--- src/rtl/common.sv ---
// Shared scalar type aliases used across the pipeline.
package common;

  typedef logic [63:0] u64;
  typedef logic        u1;

endpackage : common

--- src/rtl/pipes.sv ---
// Pipeline-stage definitions shared by the front-end stages.
package pipes;

  import common::*;

  // Architectural boot vector: first fetch address after reset.
  localparam u64 PC_RESET = 64'h8000_0000;

  // PC-generation FSM.
  //   BOOT       : one cycle after reset, loads the boot vector.
  //   RUN        : normal sequencing (predict / redirect / hold).
  //   HOLD_REDIR : a redirect arrived while the instruction bus was busy;
  //                the target waits here until the bus transaction completes.
  typedef enum logic [1:0] {
    BOOT       = 2'd0,
    RUN        = 2'd1,
    HOLD_REDIR = 2'd2
  } pcgen_state_t;

endpackage : pipes

--- src/rtl/pcgen.sv ---
// PC-generation stage: owns the fetch PC register, picks the next PC from
// boot vector / execute redirect / fetch prediction / hold, and parks a
// redirect that lands mid bus-transaction so the fetch address stays stable
// until the instruction bus returns data_ok.
module pcgen
  import common::*;
  import pipes::*;
#(
  parameter u64 RESET_PC = PC_RESET
) (
  input  logic        clk,
  input  logic        reset,          // asynchronous, active-low
  input  logic        imem_wait,
  input  logic [63:0] predPC,
  input  logic        stall,
  input  logic        redirect_valid,
  input  logic [63:0] redirect_pc,
  output logic [63:0] pc,
  output logic        flushF
);

  pcgen_state_t state_q, state_d;
  u64           pc_q,    pc_d;
  u64           pend_q,  pend_d;

  // Next-state and next-PC selection; flushF depends only on state and the
  // redirect/bus-wait inputs, never on stall or predPC.
  always_comb begin
    // NOTE: every output of this block gets a default first, so no path can
    // leave a signal unassigned and infer a latch.
    state_d = state_q;
    pc_d    = pc_q;
    pend_d  = pend_q;
    flushF  = 1'b0;

    unique case (state_q)
      BOOT: begin
        pc_d    = RESET_PC;
        state_d = RUN;
      end

      RUN: begin
        if (redirect_valid && !imem_wait) begin
          pc_d   = redirect_pc;
          flushF = 1'b1;
        end else if (redirect_valid) begin
          // Bus busy: the address must not move, so park the target.
          pend_d  = redirect_pc;
          state_d = HOLD_REDIR;
          flushF  = 1'b1;
        end else if (!imem_wait && !stall) begin
          pc_d = predPC;
        end
      end

      HOLD_REDIR: begin
        // Everything fetched until the parked target issues is wrong-path.
        flushF = 1'b1;
        if (redirect_valid) begin
          pend_d = redirect_pc;
        end
        if (!imem_wait) begin
          pc_d    = redirect_valid ? redirect_pc : pend_q;
          state_d = RUN;
        end
      end

      default: begin
        state_d = BOOT;
      end
    endcase
  end

  // State registers; reset discards any parked redirect and re-enters BOOT.
  always_ff @(posedge clk or negedge reset) begin
    // NOTE: sequential state uses non-blocking assignments only, so every
    // register samples the pre-edge values of its inputs.
    if (!reset) begin
      state_q <= BOOT;
      pc_q    <= '0;
      pend_q  <= '0;
    end else begin
      state_q <= state_d;
      pc_q    <= pc_d;
      pend_q  <= pend_d;
    end
  end

  // The fetch PC is driven straight from the register: no input-to-pc paths.
  assign pc = pc_q;

endmodule : pcgen

--- config.mk ---
export PLATFORM = sky130hd
export DESIGN_NAME = pcgen
export DESIGN_NICKNAME = d
export VERILOG_FILES = /design/src/rtl/common.sv /design/src/rtl/pipes.sv /design/src/rtl/pcgen.sv
export SDC_FILE = /design/constraint.sdc
export NUM_CORES = 1
export LEC_CHECK = 0
export ABC_AREA = 1
export CAP_MARGIN = 20
export CORE_MARGIN = 2
export CORE_UTILIZATION = 54
export CTS_CLUSTER_DIAMETER = 200
export CTS_CLUSTER_SIZE = 25
export DETAILED_ROUTE_END_ITERATION = 16
export PLACE_DENSITY = 0.87
export SKIP_LAST_GASP = 1
export SLEW_MARGIN = 20
export SYNTH_ARGS = -nofsm -noshare
export SYNTH_HDL_FRONTEND = slang
export SYNTH_SLANG_ARGS = --single-unit
--- constraint.sdc ---
create_clock -name clk -period 3.6 [get_ports clk]
set_input_delay 0.54 -clock clk [delete_from_list [all_inputs] [get_ports clk]]
set_output_delay 0.54 -clock clk [all_outputs]
set_load 0.1 [all_outputs]
==> flow_summary.json <==
{
  "min_period_ps": 2700,
  "hp-class": "input port to async pin",
  "critical_path_class": "input port to register",
  "numCtsBuffers": 17,
  "grt_pass1_vias": 7586,
  "p_per_area_nw_per_um2": 889.4,
  "io_pins": 198,
  "final_cell_mix": "nand2_1 (308), clkdlybuf4s50_1 (194), nand3_1 (157), inv_1 (134), dfrtp_1 (130)",
  "final_util_pct": 73.40,
  "maxCapViolCount": 0,
  "gp_congestion": 0.8443,
  "drtAntennaViolNets": 0,
  "hold_viol": 0,
  "die_h_um": 123.6,
  "syn_inst": 1130,
  "fin_nets": 1414,
  "fmaxAchievable_mhz": 370.4,
  "cp-start-kind": "input port",
  "grt_max_degree": 129,
  "relSlewSlack_pct": 30.18,
  "drive_above_1_share_pct": 4.891,
  "root_buffer": "clkbuf_16",
  "htreeDepth": 4,
  "hold_slack_ps": 89.46,
  "numPortBuffers": 197,
  "required_ps": 3950,
  "drt_first_pass_iters": 5,
  "mostFrequentLayoutCell": "nand2_1",
  "die_area_um2": 15270,
  "grt_util_all_layers_pct": 29.06,
  "crit_fanout": 86,
  "drt_iter0_markers": 755,
  "initial_core_util_pct": 55.42,
  "fin_skew_ps": 9.350,
  "drc": 0,
  "yosysTopAreaCell": "dfrtp_1",
  "holdBufCountCts": 0,
  "clk_latency_ps": 420,
  "ys_top_cells_by_area": "dfrtp_1 (42%), nand2_1 (15%), nand3_1 (10%)",
  "row_count": 43,
  "path_clk_slew_ps": 60,
  "post_cts_buffers": 0,
  "ys_seq_area_share_pct": 42.13,
  "power_w": 0.009097,
  "syn-mean-instance-area_um2": 6.834,
  "cp.arrival_ps": 3050,
  "clockBufferDepth": 2,
  "setup_viol": 0,
  "via_per_inst": 5.427,
  "vdd_ir_drop_max_v": 0.0006770,
  "area_growth_pct": 32.45,
  "totalWireLength_mm": 21.73,
  "rsz0062_at_grt": "no",
  "die_w_um": 123.6,
  "synthDominantCellAreaShare_pct": 42.13,
  "leakage_nw": 5.179,
  "grt_antenna_before_repair": 0,
  "synth_warnings": 0,
  "synth_nets": 1269,
  "ctsResizeCount": 0,
  "ys_types": 22,
  "grt_overflow": 0,
  "finalCritPeriodShare_pct": 75.00,
  "worst_pin_slew_ps": 1044,
  "num_vias": 7967,
  "diodes": 0,
  "drv_slew": 0,
  "fin_setup_tns_ps": 0,
  "grt_pass1_wl_mm": 34.96,
  "cts_tree": "done",
  "syn_area_um2": 7722,
  "coreArea_um2": 13930,
  "cts.sinks": 130,
  "status": "finished, final reports clean",
  "worstSetupEndpointType": "register",
  "dp_hpwl_mm": 13.38,
  "wire_per_inst_um": 14.81,
  "yosys_register_bits": 130
}
## synthesized netlist by cell type (all sizes together)
master,instances
a21boi,1
a21oi,41
buf,68
clkbuf,18
clkinv,1
dfrtp,130
ha,6
inv,137
nand2,309
nand3,158
nand4,66
nor2,126
o21ai,69
## critical path, stage by stage
cell and delay [ps]:
buf_4 660, clkinv_2 1020, nand2_1 290, nand2_1 120
nor2_1 130, nor2_1 70, o21ai_1 140
## state kept, by name (all words and copies together), names as in the netlist
name     flops
state_q      2
pend_q      64
pc          64
## routing by layer
metal / share of wire, % / GRT usage [%] / up-vias
met2: 47 / 48.21 / 353
met5: 0 / 0 / -
met3: 8.6 / 6.548 / 47
met1: 42 / 37.00 / 3673
li1: - / - / 3894
met4: 2.3 / 11.51 / 0
## final timing paths
check                          startpoint         end  slack [ps]  depth (start not counted)
max in group asynchronous           reset   pend_q[7]        2710                          2
max                        redirect_valid      pc[19]         900                          7
min reg2reg                        pc[43]      pc[43]         470                          2
max reg2reg                    state_q[1]  pend_q[13]        1180                          7
min in group clk                   pc[43]      pc[43]         470                          2
min                                 reset      pc[22]          90                          1
## cell type report
class                      instances  area, µm²
fill                            1105       3706
multi-input combinational        776       3541
sequential                       130       3253
timing repair buffer             212       2118
clock buffer                      28      526.8
inverter                         138      519.2
tap                              180      225.2
clock inverter                     4      45.04
## power by group
group / internal, W / switching (W)
clock: 0.00106 / 0.000619
combinational: 0.00138 / 0.00375
sequential: 0.00203 / 0.000268
## through the flow
| stage | setup WS, ps | instance area [µm²] | instances |
|---|---|---|---|
| after floorplan | 647.7 | 7722 | 1130 |
| after global placement | 921.7 | 9656 | 1436 |
| after detailed placement | 931.9 | 9656 | 1436 |
| after CTS | 1073 | 10230 | 1468 |
| after global routing | 697.1 | 10230 | 1468 |
| final | 899.9 | 10230 | 1468 |
## kinds of logic after synthesis
kind of cell | count (synthesis) | synth area share [%]
compound gates | 111 | 7.712
fa+ha+maj | 6 | 0.9721
buf+inv | 224 | 12.36
flops | 130 | 42.13
simple gates | 659 | 36.83
Power figures use the tool's default switching activity.
